`config.mk`:
```
export PLATFORM = sky130hd
export DESIGN_NAME = md_seq
export DESIGN_NICKNAME = d
export VERILOG_FILES = /design/src/rtl/md_seq_pkg.sv /design/src/rtl/md_step.sv /design/src/rtl/md_seq.sv
export SDC_FILE = /design/constraint.sdc
export NUM_CORES = 1
export LEC_CHECK = 0
export CAP_MARGIN = 20
export CORE_UTILIZATION = 53
export DETAILED_ROUTE_END_ITERATION = 7
export PLACE_DENSITY_LB_ADDON = 0.15
export SYNTH_ARGS = -nofsm -noshare
export SYNTH_HDL_FRONTEND = slang
export SYNTH_SLANG_ARGS = --single-unit
```
`constraint.sdc`:
```
create_clock -name clk -period 3.6 [get_ports clk]
set_clock_uncertainty 0.2 [all_clocks]
set_input_delay 0.36 -clock clk [delete_from_list [all_inputs] [get_ports clk]]
set_output_delay 0.36 -clock clk [all_outputs]
set_load 0.005 [all_outputs]
```
`src/rtl/md_seq_pkg.sv`:
```
// -----------------------------------------------------------------------------
// md_seq_pkg
// Shared definitions for the multiply/divide unit: the MD-class ALU opcodes,
// the sequencer state encoding, the iteration count and small helpers.
// -----------------------------------------------------------------------------
package md_seq_pkg;

    localparam logic [3:0] ALU_MULT  = 4'd8;
    localparam logic [3:0] ALU_MULTU = 4'd9;
    localparam logic [3:0] ALU_DIV   = 4'd10;
    localparam logic [3:0] ALU_DIVU  = 4'd11;

    localparam int unsigned MD_ITER = 32;

    typedef enum logic [1:0] {
        MD_IDLE,
        MD_RUN,
        MD_FIX
    } md_state_t;

    typedef enum logic {
        MD_OP_MUL,
        MD_OP_DIV
    } md_op_t;

    function automatic logic is_md_op(input logic [3:0] op);
        return (op == ALU_MULT) || (op == ALU_MULTU) ||
               (op == ALU_DIV)  || (op == ALU_DIVU);
    endfunction

    // Magnitude of a 32-bit value; 0x8000_0000 stays 0x8000_0000, which is
    // the correct unsigned magnitude.
    function automatic logic [31:0] mag32(input logic [31:0] v, input logic is_signed);
        return (is_signed && v[31]) ? (32'd0 - v) : v;
    endfunction

endpackage

```
`src/rtl/md_step.sv`:
```
// -----------------------------------------------------------------------------
// md_step
// Combinational single iteration of the shift-add multiplier / restoring
// divider.
//   i_acc     : 64-bit accumulator ({hi_part, multiplier} or {rem, quot})
//   i_operand : multiplicand (multiply) or divisor (divide) magnitude
//   i_op      : MD_OP_MUL or MD_OP_DIV
//   o_acc     : accumulator after one iteration
// -----------------------------------------------------------------------------
module md_step
    import md_seq_pkg::*;
(
    input  logic [63:0] i_acc,
    input  logic [31:0] i_operand,
    input  md_op_t      i_op,
    output logic [63:0] o_acc
);

    logic [32:0] w_sum;
    logic [32:0] w_diff;
    logic        w_ge;

    always_comb begin
        w_sum  = {1'b0, i_acc[63:32]} + (i_acc[0] ? {1'b0, i_operand} : 33'd0);
        // Shifted remainder is 33 bits; it is always below 2*divisor, so a set
        // top bit means the subtraction succeeds and the difference fits 32 bits.
        w_diff = i_acc[63:31] - {1'b0, i_operand};
        w_ge   = i_acc[63] | ~w_diff[32];

        if (i_op == MD_OP_MUL) begin
            o_acc = {w_sum, i_acc[31:1]};
        end else if (w_ge) begin
            o_acc = {w_diff[31:0], i_acc[30:0], 1'b1};
        end else begin
            o_acc = {i_acc[62:0], 1'b0};
        end
    end

endmodule

```
`src/rtl/md_seq.sv`:
```
// -----------------------------------------------------------------------------
// md_seq
// Iterative 32-cycle multiply/divide unit owning the architectural HI/LO.
//   clk, rst        : clock, synchronous active-high reset
//   start, ALUOp    : launch request from EX (MULT/MULTU/DIV/DIVU only)
//   data_in1/2      : rs (multiplicand/dividend), rt (multiplier/divisor)
//   hi_we, lo_we    : MTHI/MTLO strobes with data on wdata (IDLE only)
//   busy            : operation in flight
//   done            : one-cycle pulse when HI/LO take a result
//   hi, lo          : HI/LO registers
// -----------------------------------------------------------------------------
module md_seq
    import md_seq_pkg::*;
(
    input  logic        clk,
    input  logic        rst,
    input  logic        start,
    input  logic [3:0]  ALUOp,
    input  logic [31:0] data_in1,
    input  logic [31:0] data_in2,
    input  logic        hi_we,
    input  logic        lo_we,
    input  logic [31:0] wdata,
    output logic        busy,
    output logic        done,
    output logic [31:0] hi,
    output logic [31:0] lo
);

    md_state_t   r_state, w_state_nxt;
    logic [4:0]  r_cnt;
    logic [63:0] r_acc;
    logic [31:0] r_opnd;
    logic [31:0] r_dividend;
    md_op_t      r_op;
    logic        r_neg_res;
    logic        r_neg_rem;
    logic        r_dz;
    logic [31:0] r_hi, r_lo;
    logic        r_done;

    logic        w_launch;
    logic        w_signed;
    logic        w_is_div;
    logic [31:0] w_mag1, w_mag2;
    logic [63:0] w_acc_nxt;
    logic [63:0] w_prod;
    logic [31:0] w_quot, w_rem;

    assign w_launch = start && is_md_op(ALUOp);
    assign w_signed = (ALUOp == ALU_MULT) || (ALUOp == ALU_DIV);
    assign w_is_div = (ALUOp == ALU_DIV)  || (ALUOp == ALU_DIVU);
    assign w_mag1   = mag32(data_in1, w_signed);
    assign w_mag2   = mag32(data_in2, w_signed);

    md_step u_step (
        .i_acc     (r_acc),
        .i_operand (r_opnd),
        .i_op      (r_op),
        .o_acc     (w_acc_nxt)
    );

    // State register
    always_ff @(posedge clk) begin
        if (rst) r_state <= MD_IDLE;
        else     r_state <= w_state_nxt;
    end

    // Next-state logic
    always_comb begin
        w_state_nxt = r_state;
        case (r_state)
            MD_IDLE: if (w_launch) w_state_nxt = MD_RUN;
            MD_RUN:  if (r_cnt == 5'(MD_ITER - 1)) w_state_nxt = MD_FIX;
            MD_FIX:  w_state_nxt = MD_IDLE;
            default: w_state_nxt = MD_IDLE;
        endcase
    end

    // Outputs
    always_comb begin
        busy = (r_state != MD_IDLE);
        done = r_done;
        hi   = r_hi;
        lo   = r_lo;
    end

    // Sign fix-up of the magnitude result
    always_comb begin
        w_prod = r_neg_res ? (64'd0 - r_acc) : r_acc;
        w_quot = r_neg_res ? (32'd0 - r_acc[31:0]) : r_acc[31:0];
        w_rem  = r_neg_rem ? (32'd0 - r_acc[63:32]) : r_acc[63:32];
    end

    // Datapath, counter and HI/LO
    always_ff @(posedge clk) begin
        if (rst) begin
            r_cnt      <= '0;
            r_acc      <= '0;
            r_opnd     <= '0;
            r_dividend <= '0;
            r_op       <= MD_OP_MUL;
            r_neg_res  <= 1'b0;
            r_neg_rem  <= 1'b0;
            r_dz       <= 1'b0;
            r_hi       <= '0;
            r_lo       <= '0;
            r_done     <= 1'b0;
        end else begin
            r_done <= 1'b0;
            case (r_state)
                MD_IDLE: begin
                    if (w_launch) begin
                        // Upper half cleared; the low half carries the multiplier
                        // (shifted out LSB-first) or the dividend (shifted out MSB-first).
                        r_op       <= w_is_div ? MD_OP_DIV : MD_OP_MUL;
                        r_opnd     <= w_is_div ? w_mag2 : w_mag1;
                        r_acc      <= {32'd0, (w_is_div ? w_mag1 : w_mag2)};
                        r_cnt      <= '0;
                        r_dividend <= data_in1;
                        r_neg_res  <= w_signed && (data_in1[31] ^ data_in2[31]);
                        r_neg_rem  <= w_signed && data_in1[31];
                        r_dz       <= w_is_div && (data_in2 == 32'd0);
                    end else begin
                        if (hi_we) r_hi <= wdata;
                        if (lo_we) r_lo <= wdata;
                    end
                end
                MD_RUN: begin
                    r_acc <= w_acc_nxt;
                    r_cnt <= r_cnt + 5'd1;
                end
                MD_FIX: begin
                    r_done <= 1'b1;
                    if (r_op == MD_OP_MUL) begin
                        r_hi <= w_prod[63:32];
                        r_lo <= w_prod[31:0];
                    end else if (r_dz) begin
                        r_hi <= r_dividend;
                        r_lo <= '1;
                    end else begin
                        r_hi <= w_rem;
                        r_lo <= w_quot;
                    end
                end
                default: ;
            endcase
        end
    end

endmodule
```
==> results_dict.tcl <==
set metrics [dict create \
    period_minus_slack_ns 3.57 \
    worst_setup_path_start_kind "register" \
    core-area_um2 30600 \
    synth_top_area_cell "dfxtp_1" \
    synth_edf_count 0 \
    final_area_um2 20800 \
    grt_max_degree 72 \
    fmax_mhz 280 \
    netlist_top_cells_count "306 x nand2_1, 237 x a21oi_1, 212 x nor2_1" \
    fp.dieArea_um2 31800 \
    synth_seq_cells 204 \
    r2r_setup_slack_ns 0.03 \
    netlist_top_cells_area "dfxtp_1 25%, a21oi_1 7.2%, nand2_1 7.0%, xnor2_1 5.9%, ha_1 5.3%" \
    hold_violations 0 \
    drive_above_1_share 0.135 \
    synthArstFlopShare 0 \
    post_synth_num_cell_types 76 \
    drt_iter0_markers 2434 \
    synth_nets 2449 \
    hp-class "input port to register" \
    root_buffer "clkbuf_16" \
    path_max_fanout 10 \
    pin_count 171 \
    r2r_cells 17 \
    status "finished clean" \
    die_w_um 178 \
    drv_cap 0 \
    path_class "register to register" \
    total_power_mw 6.71 \
    drt-wirelength-per-cell_um 23.3 \
    cts_buffer_depth 3 \
    fp.dieH_um 178 \
    tritoncts_num_sinks 204 \
    ys_seq_area_frac 0.248 \
    start_util 0.539 \
    gr-usage-met3 0.0948 \
    grt-busiest-layer "met1" \
    vias_per_cell 6.47 \
    rsz0062_at_grt "yes" \
    synth_area_um2 16500 \
    h-tree-depth 1 \
    grt_pass1_wl_mm 99.6 \
    r2r-start "r_acc[32]" \
    worstPathRequired_ns 3.84 \
    postSynthCellCount 2272 \
    row_count 64 \
    crit_end "r_acc[35]" \
    grt-ovfl-total 0 \
    endpoint_kind "register" \
    antenna_found_initial 0 \
    met2_usage 0.588 \
    grt_usage 0.414 \
    synth_top_cell_area_share 0.248 \
    gr-usage-met1 0.593 \
    r2r_end "r_acc[35]" \
    drt_pre_antenna_iters 7 \
    crit_path_start "r_acc[32]" \
    fin_crit_sh 0.991 \
    final_nets 2701 \
    slew_viol_final 0 \
    dp_hpwl_mm 53.8 \
    drc_errors 0 \
    port_buffers 170 \
    p_per_area_nw_per_um2 322 \
    antenna_left 0 \
    worst-endpoint-arrival_ns 3.80 \
    wirelength_mm 68.4 \
    grt_pass1_vias 16692 \
    yosysWarnings 0 \
    tightest_slew_ns 0.875 \
    synth_area_per_cell_um2 7.25 \
    gp_congestion 1.04 \
    postPlaceCellArea_um2 19800 \
    cts_buffers 24 \
    max-slew-margin-rel 0.412 \
    setup_viol_count_final 0 \
    synthMostInstantiatedCell "nand2_1" \
    worstSkewPairLatency_ns 0.54 \
    p_leak_nw 8.02 \
    antenna_cells 0 \
    ys.flop_type "dfxtp_1" \
    vias 19000 \
    vdd_drop_max_v 0.000295 \
    cts_tree "yes" \
    area_growth_pct 26.3 \
    path_clk_slew_ns 0.06 \
]
[area by class of cell]
| cell class | instances | area (um2) |
|---|---|---|
| Timing Repair Buffer | 405 | 3560 |
| Sequential cell | 204 | 4090 |
| Multi-Input combinational cell | 1826 | 11700 |
| Fill cell | 2664 | 9780 |
| Clock inverter | 11 | 85.1 |
| Inverter | 63 | 240 |
| Tap cell | 396 | 495 |
| Clock buffer | 30 | 674 |
[worst min-delay path by stage]
stage	end	startpoint	cells after the start
4_1_cts	r_opnd[2]	rst	2
3_3_place_gp	lo[7]	lo[7]	2
3_5_place_dp	lo[25]	lo[25]	2
2_1_floorplan	r_dividend[15]	r_dividend[15]	2
5_1_grt	r_opnd[2]	rst	2
6_report	r_opnd[2]	rst	2
[state kept, by name, indices dropped and copies added (netlist names), 2 cells and up]
register,cells
r_dividend,32
r_state,2
hi,32
r_cnt,5
r_opnd,32
r_acc,64
lo,32
[routing by layer]
layer	wire length, um	vias up
met1	28400	8843
li1	-	8675
met4	3290	0
met3	9080	195
met5	0	-
met2	27700	1287
[layout by cell type, fill, tap and decap left out, drive strengths merged, types with 32 or more instances in the layout]
cell type,netlist,final
nand3,40,40
mux2i,69,69
o21ai,147,147
inv,63,62
nand2,306,306
xor2,86,86
o31ai,40,40
nor2,212,212
buf,26,234
nor3,51,51
clkdlybuf4s50,0,169
clkbuf,153,32
xnor2,111,111
ha,70,70
o211ai,38,38
dfxtp,204,204
o221ai,45,45
a211oi,61,61
a21oi,237,237
[critical path, stage by stage, from the launching register on]
cell and delay [ns]:
dfxtp_2 0.36, inv_2 0.06, buf_4 0.14, fa_2 0.41, nor2b_4 0.16, o31ai_4 0.08
a21oi_2 0.19, a31o_2 0.19, a311o_1 0.21, a21oi_1 0.09, buf_4 0.18, o31ai_4 0.25
buf_6 0.17, buf_6 0.11, clkbuf_16 0.16, mux2i_1 0.19, mux2i_1 0.10, a22o_1 0.20
[cells by family (layout without fill, tap and decap cells)]
| kind of cell | after synthesis | in the layout | share of synthesized area |
|---|---|---|---|
| multiplexers | 72 | 72 | 0.0440 |
| buffers and inverters | 242 | 509 | 0.0568 |
| adder cells (fa/ha/maj) | 72 | 72 | 0.0556 |
| AND/OR/NAND/NOR | 762 | 762 | 0.210 |
| XOR/XNOR | 197 | 197 | 0.105 |
| flip-flops | 204 | 204 | 0.248 |
| AO/OA/AOI/OAI | 723 | 723 | 0.281 |
[through the flow]
step	setup slack, ns	hold WS [ns]	util	TNS (ns)	std cells
3_5_place_dp	-0.264	0.246	0.646	-0.913	2882
5_1_grt	-0.0631	0.0551	0.680	-0.279	2935
6_report	0.0335	0.0468	0.680	0	2935
2_1_floorplan	0.0623	0.231	-	0	2272
3_3_place_gp	-0.245	0.241	0.646	-0.687	2882
4_1_cts	0.00670	0.0209	0.671	0	2924
[report_power, final]
part / switching [mW] / total, mW / internal, mW
Sequential: 0.103 / 2.47 / 2.36
Clock: 1.05 / 2.38 / 1.33
Combinational: 1.03 / 1.86 / 0.831
Total: 2.18 / 6.70 / 4.53
[what timing repair did]
item / in CTS / in global routing
pin swaps: 1 / 14
setup buffers: 1 / 9
hold buffers: 0 / 0
cloned: 0 / 2
resized for setup: 7 / 42
endpoints found under the hold margin: 0 / 0
setup endpoints to repair: 10 / 37
Note: power is estimated with default switching activity, not from simulation.
